**src/rtl/vec_issue_ctrl.sv**
```systemverilog
// Scalar-side issue controller: queues vector instructions with their scalar operands,
// issues them one at a time over valid/ready, and returns each ack'd result through a completion register.
module vec_issue_ctrl #(
    parameter int INST_W  = 32,
    parameter int XLEN    = 32,
    parameter int DEPTH   = 4,
    parameter int TIMEOUT = 1024
) (
    input  logic              clk,
    input  logic              reset,
    input  logic              enq_valid,
    output logic              enq_ready,
    input  logic [INST_W-1:0] enq_inst,
    input  logic [XLEN-1:0]   enq_rs1,
    input  logic [XLEN-1:0]   enq_rs2,
    output logic              inst_valid,
    output logic [INST_W-1:0] inst_out,
    output logic [XLEN-1:0]   rs1_out,
    output logic [XLEN-1:0]   rs2_out,
    input  logic              vec_pro_ready,
    input  logic              vec_pro_ack,
    input  logic [XLEN-1:0]   vec_result,
    output logic              scalar_pro_ready,
    output logic              cmpl_valid,
    output logic [XLEN-1:0]   cmpl_data,
    input  logic              cmpl_ready,
    output logic              busy,
    output logic              timeout_err,
    input  logic              timeout_clr
);

    localparam int PTR_W = (DEPTH > 1) ? $clog2(DEPTH) : 1;
    localparam int CNT_W = $clog2(DEPTH + 1);
    localparam int WD_W  = (TIMEOUT > 0) ? $clog2(TIMEOUT + 1) : 1;
    localparam int ENT_W = INST_W + 2 * XLEN;

    localparam logic [1:0] S_IDLE     = 2'd0;
    localparam logic [1:0] S_REQ      = 2'd1;
    localparam logic [1:0] S_WAIT_ACK = 2'd2;

    logic [ENT_W-1:0] r_mem [DEPTH];
    logic [PTR_W-1:0] r_wr_ptr;
    logic [PTR_W-1:0] r_rd_ptr;
    logic [CNT_W-1:0] r_count;
    logic [CNT_W-1:0] w_count_nxt;
    logic [1:0]       r_state;
    logic [1:0]       w_state_nxt;
    logic [WD_W-1:0]  r_wdog;
    logic             r_cmpl_valid;
    logic [XLEN-1:0]  r_cmpl_data;
    logic             r_timeout_err;
    logic             w_push;
    logic             w_pop;
    logic             w_cmpl_hs;
    logic             w_wdog_set;

    // Full means full: a same-cycle pop does not open a slot for the push.
    assign enq_ready        = (r_count != CNT_W'(DEPTH));
    assign w_push           = enq_valid && enq_ready;
    assign inst_valid       = (r_state == S_REQ);
    assign w_pop            = inst_valid && vec_pro_ready;
    assign scalar_pro_ready = !r_cmpl_valid || cmpl_ready;
    assign w_cmpl_hs        = (r_state == S_WAIT_ACK) && vec_pro_ack && scalar_pro_ready;
    assign w_count_nxt      = r_count + CNT_W'(w_push) - CNT_W'(w_pop);
    assign w_wdog_set       = (TIMEOUT != 0) && (r_state == S_WAIT_ACK) && !w_cmpl_hs
                              && (r_wdog == WD_W'(TIMEOUT - 1));

    assign {inst_out, rs1_out, rs2_out} = r_mem[r_rd_ptr];
    assign cmpl_valid  = r_cmpl_valid;
    assign cmpl_data   = r_cmpl_data;
    assign timeout_err = r_timeout_err;
    assign busy        = (r_count != '0) || (r_state != S_IDLE);

    // NOTE: the queue storage is reset because the head entry drives outputs directly
    // and those must read zero out of reset; at this depth the cost is a few flops.
    always_ff @(posedge clk or negedge reset) begin
        if (!reset) begin
            for (int i = 0; i < DEPTH; i++) r_mem[i] <= '0;
        end else if (w_push) begin
            r_mem[r_wr_ptr] <= {enq_inst, enq_rs1, enq_rs2};
        end
    end

    // NOTE: sequential state uses non-blocking assignments so every flop samples pre-edge values.
    always_ff @(posedge clk or negedge reset) begin
        if (!reset) begin
            r_wr_ptr <= '0;
            r_rd_ptr <= '0;
            r_count  <= '0;
            r_state  <= S_IDLE;
        end else begin
            if (w_push) r_wr_ptr <= r_wr_ptr + PTR_W'(1);
            if (w_pop)  r_rd_ptr <= r_rd_ptr + PTR_W'(1);
            r_count <= w_count_nxt;
            r_state <= w_state_nxt;
        end
    end

    // NOTE: the default assignment up front keeps this block free of inferred latches.
    always_comb begin
        w_state_nxt = r_state;
        case (r_state)
            S_IDLE:     if (r_count != '0) w_state_nxt = S_REQ;
            S_REQ:      if (w_pop) w_state_nxt = S_WAIT_ACK;
            S_WAIT_ACK: if (w_cmpl_hs) w_state_nxt = (w_count_nxt != '0) ? S_REQ : S_IDLE;
            default:    w_state_nxt = S_IDLE;
        endcase
    end

    // A fresh load wins over consumption, so consume-and-reload costs no bubble.
    always_ff @(posedge clk or negedge reset) begin
        if (!reset) begin
            r_cmpl_valid <= 1'b0;
            r_cmpl_data  <= '0;
        end else if (w_cmpl_hs) begin
            r_cmpl_valid <= 1'b1;
            r_cmpl_data  <= vec_result;
        end else if (r_cmpl_valid && cmpl_ready) begin
            r_cmpl_valid <= 1'b0;
        end
    end

    // Watchdog saturates at TIMEOUT so the sticky error is raised once per wait.
    always_ff @(posedge clk or negedge reset) begin
        if (!reset) begin
            r_wdog        <= '0;
            r_timeout_err <= 1'b0;
        end else begin
            if ((r_state != S_WAIT_ACK) || w_cmpl_hs) begin
                r_wdog <= '0;
            end else if ((TIMEOUT != 0) && (r_wdog != WD_W'(TIMEOUT))) begin
                r_wdog <= r_wdog + WD_W'(1);
            end
            if (w_wdog_set) begin
                r_timeout_err <= 1'b1;
            end else if (timeout_clr) begin
                r_timeout_err <= 1'b0;
            end
        end
    end

endmodule

```
**config.mk**
```make
export PLATFORM = sky130hd
export DESIGN_NAME = vec_issue_ctrl
export DESIGN_NICKNAME = d
export VERILOG_FILES = /design/src/rtl/vec_issue_ctrl.sv
export SDC_FILE = /design/constraint.sdc
export NUM_CORES = 1
export LEC_CHECK = 0
export CORE_MARGIN = 4
export CORE_UTILIZATION = 59
export DETAILED_ROUTE_END_ITERATION = 8
export PLACE_DENSITY = 0.91
export SLEW_MARGIN = 10
export SYNTH_ARGS = -nofsm -noshare
export SYNTH_HDL_FRONTEND = slang
export SYNTH_SLANG_ARGS = --single-unit
```
**constraint.sdc**
```tcl
create_clock -name clk -period 3.91 [get_ports clk]
set_input_delay 0.5865 -clock clk [delete_from_list [all_inputs] [get_ports clk]]
set_output_delay 0.5865 -clock clk [all_outputs]
set_load 0.02 [all_outputs]
```
==> impl_metrics.env <==
export IMPL_finish_net_count=1524
export IMPL_p_int_mw=15.4
export IMPL_grt_pass1_vias=12354
export IMPL_gr_usage_all_layers=0.241
export IMPL_slew_headroom=0.350
export IMPL_ys_ff_latch=438
export IMPL_cp_end_kind="output port"
export IMPL_dp_cells=1734
export IMPL_setup_violations_final=0
export IMPL_maxCapViolations=0
export IMPL_drc=0
export IMPL_insertion_delay_ps=540
export IMPL_pwr_share_clk=0.187
export IMPL_antenna_found_initial=1
export IMPL_netlist_area_mm2=0.0191
export IMPL_grt_pass1_wl_um=67700
export IMPL_start_util=0.602
export IMPL_cts_buffers=46
export IMPL_switching_power_mw=7.54
export IMPL_worst_clock_skew_ps=19.2
export IMPL_vias=10783
export IMPL_fin_total_pwr_mw=22.9
export IMPL_wl_per_cell_um=23.0
export IMPL_final_max_slew_violation_count=0
export IMPL_gp_congestion=0.777
export IMPL_syn2layout_area_growth_pct=23.0
export IMPL_final_common_cell="dfrtp_1"
export IMPL_switching_share=0.329
export IMPL_layout_drive_gt1_share=0.422
export IMPL_grt_busiest_layer="met2"
export IMPL_arrival_ps=2800
export IMPL_crit_family="buffers and inverters"
export IMPL_worst_slew_pin_transition_ps=975
export IMPL_drt_wl_total_um=41700
export IMPL_met1_usage=0.304
export IMPL_critPathSlowestCell="dfrtp_4"
export IMPL_dieArea_mm2=0.0353
export IMPL_ir_worst_vdd_uv=556
export IMPL_synth_warnings=0
export IMPL_critPathMaxStageDelay_ps=670
export IMPL_grt_start_max_net_pins=121
export IMPL_cts_root_buf="clkbuf_16"
export IMPL_postPlaceCellArea_mm2=0.0220
export IMPL_antenna_left=0
export IMPL_cp_max_fo=43
export IMPL_cts_hold_buf=0
export IMPL_clk_pin_slew_ps=70
export IMPL_path_buf_inv=2
export IMPL_synthCells=1112
export IMPL_finalCritPeriodShare=0.866
export IMPL_async_reset_ff_frac=1.00
export IMPL_grtUsageMet3=0.0761
export IMPL_pwr_share_comb=0.461
export IMPL_p_leak_nw=9.81
export IMPL_design_area_mm2=0.0235
export IMPL_power_density_mw_per_mm2=976
export IMPL_die_width_um=188
export IMPL_coreArea_mm2=0.0317
export IMPL_grt_met2_usage=0.411
export IMPL_grt_overflow=0
export IMPL_cts_tree="built"
export IMPL_io_pins=269
export IMPL_cts_resized=0
export IMPL_fillerInstances=1843
export IMPL_syn_avg_cell_area_um2=17.2
export IMPL_synth_edff_count=0
export IMPL_drt_iter0_markers=434
export IMPL_place_hpwl_um=26800
export IMPL_hp_class="input pin to asynchronous set/reset pin"
export IMPL_syn_num_nets=1256
export IMPL_pre_cts_ws_ps=614
export IMPL_grt_setup_unrepaired="false"
export IMPL_synthFlopType="dfrtp_1"
export IMPL_critPathLaunchType="flip-flop"
export IMPL_firstDrtPassIters=4
export IMPL_h_tree_depth=2
export IMPL_antennaDiodeCount=0
export IMPL_layout_cells_non_filler=1815
export IMPL_power_frac_seq=0.353
export IMPL_hold_violations=0
export IMPL_rows=65
export IMPL_synth_cell_types=40
export IMPL_outcome="complete, no violations"
export IMPL_crit_type="flip-flop to output port"
export IMPL_io_buffers=268
export IMPL_cts_setup_buffers=0
export IMPL_finalWorstSetupSlack_ps=525
export IMPL_crit_chain="buf_12 -> mux4_2 -> clkdlybuf4s50_1"
export IMPL_cp_required_ps=3320
export IMPL_tns_ps=0
export IMPL_period_minus_slack_ps=3380
export IMPL_clock_sinks=438
export IMPL_clockBufferDepth=3
export IMPL_via_per_inst=5.94
export IMPL_ys_seq_area_frac=0.574
export IMPL_die_y_um=188
export IMPL_mostFrequentLayoutCells="dfrtp_1 (436), mux2_2 (396), clkdlybuf4s50_1 (267)"
export IMPL_fmax_ghz=0.295
-- cells in the mapped netlist, types with 3 or more instances --
cell,count,area (um^2)
or4_1,6,45.0
dfrtp_1,438,11000
nand3_1,5,25.0
a21oi_1,8,40.0
buf_8,20,300
nand2b_1,3,18.8
nand2_1,7,26.3
o31ai_1,6,45.0
or3_1,3,18.8
nand3_4,4,70.1
clkbuf_1,10,37.5
mux2_2,396,4460
inv_1,12,45.0
buf_2,16,80.1
mux4_2,96,2160
xor2_1,3,26.3
buf_4,22,165
mux2_1,21,236
ha_1,8,100
-- cell type report --
type,instances,area [um^2],share of cell area
multi-input combinational,592,7490,0.319
sequential,438,11000,0.467
clock buffer,65,1320,0.0564
tap,402,503,0.0214
inverter,12,45.0,0.00192
timing repair buffer,290,2980,0.127
clock inverter,16,170,0.00725
-- cells by family after synthesis --
| family | synth area share |
|---|---|
| multiplexers | 0.359 |
| flip-flops | 0.574 |
| buffers and inverters | 0.0333 |
| AND/OR/NAND/NOR | 0.0163 |
| AO/OA/AOI/OAI | 0.00728 |
| adder cells (fa/ha/maj) | 0.00629 |
| XOR/XNOR | 0.00347 |
-- flip-flops by register name, indices dropped and copies added (netlist names) --
| register | count |
|---|---|
| cmpl_valid | 1 |
| r_wr_ptr | 2 |
| r_state | 2 |
| r_count | 3 |
| r_rd_ptr | 2 |
| r_mem | 384 |
| timeout_err | 1 |
| cmpl_data | 32 |
| r_wdog | 11 |
-- metrics by stage --
stage,utilization,hold WS [ps]
floorplan,-,291
global placement,0.693,469
detailed placement,0.693,480
CTS,0.740,190
global route,0.740,224
finish,0.740,159
-- worst reg2reg max path, stage by stage (launching register included) --
cell and delay [ps]:
dfrtp_1 400, or3b_1 440, nand2_1 190, ha_1 340
inv_1 50, ha_1 180, fa_1 360, xnor3_1 380
nor4b_1 250, o41ai_1 110
-- routing by layer --
metal  vias to the layer above  part of all wire  routed length [um]
met1                      5693              0.40               16700
met3                        65             0.075                3120
li1                       4694                 -                   -
met5                         -           0.00048                  20
met4                         2             0.020                 835
met2                       329              0.50               21000
-- power by group through the flow --
stage	clock network [mW]	logic [mW]	registers, mW
after floorplan	0	6.95	7.79
after global placement	0	10.4	7.91
after detailed placement	0	10.6	8.12
after CTS	4.35	10.7	8.08
after global routing	4.56	11.2	8.34
final	4.27	10.6	8.08
-- worst paths after layout --
check | start | to | slack [ps] | cells after the start
worst max register to register | r_count[2] | r_state[0] | 1070 | 9
max in group asynchronous | reset | r_mem[28] | 2680 | 2
worst max-delay path | r_rd_ptr[0] | rs2_out[27] | 530 | 3
worst min register to register | r_mem[61] | r_mem[61] | 490 | 1
worst min-delay path | reset | r_mem[54] | 160 | 1
min in group clk | r_mem[61] | r_mem[61] | 490 | 1
No activity file was read; power rests on OpenSTA's default activity.
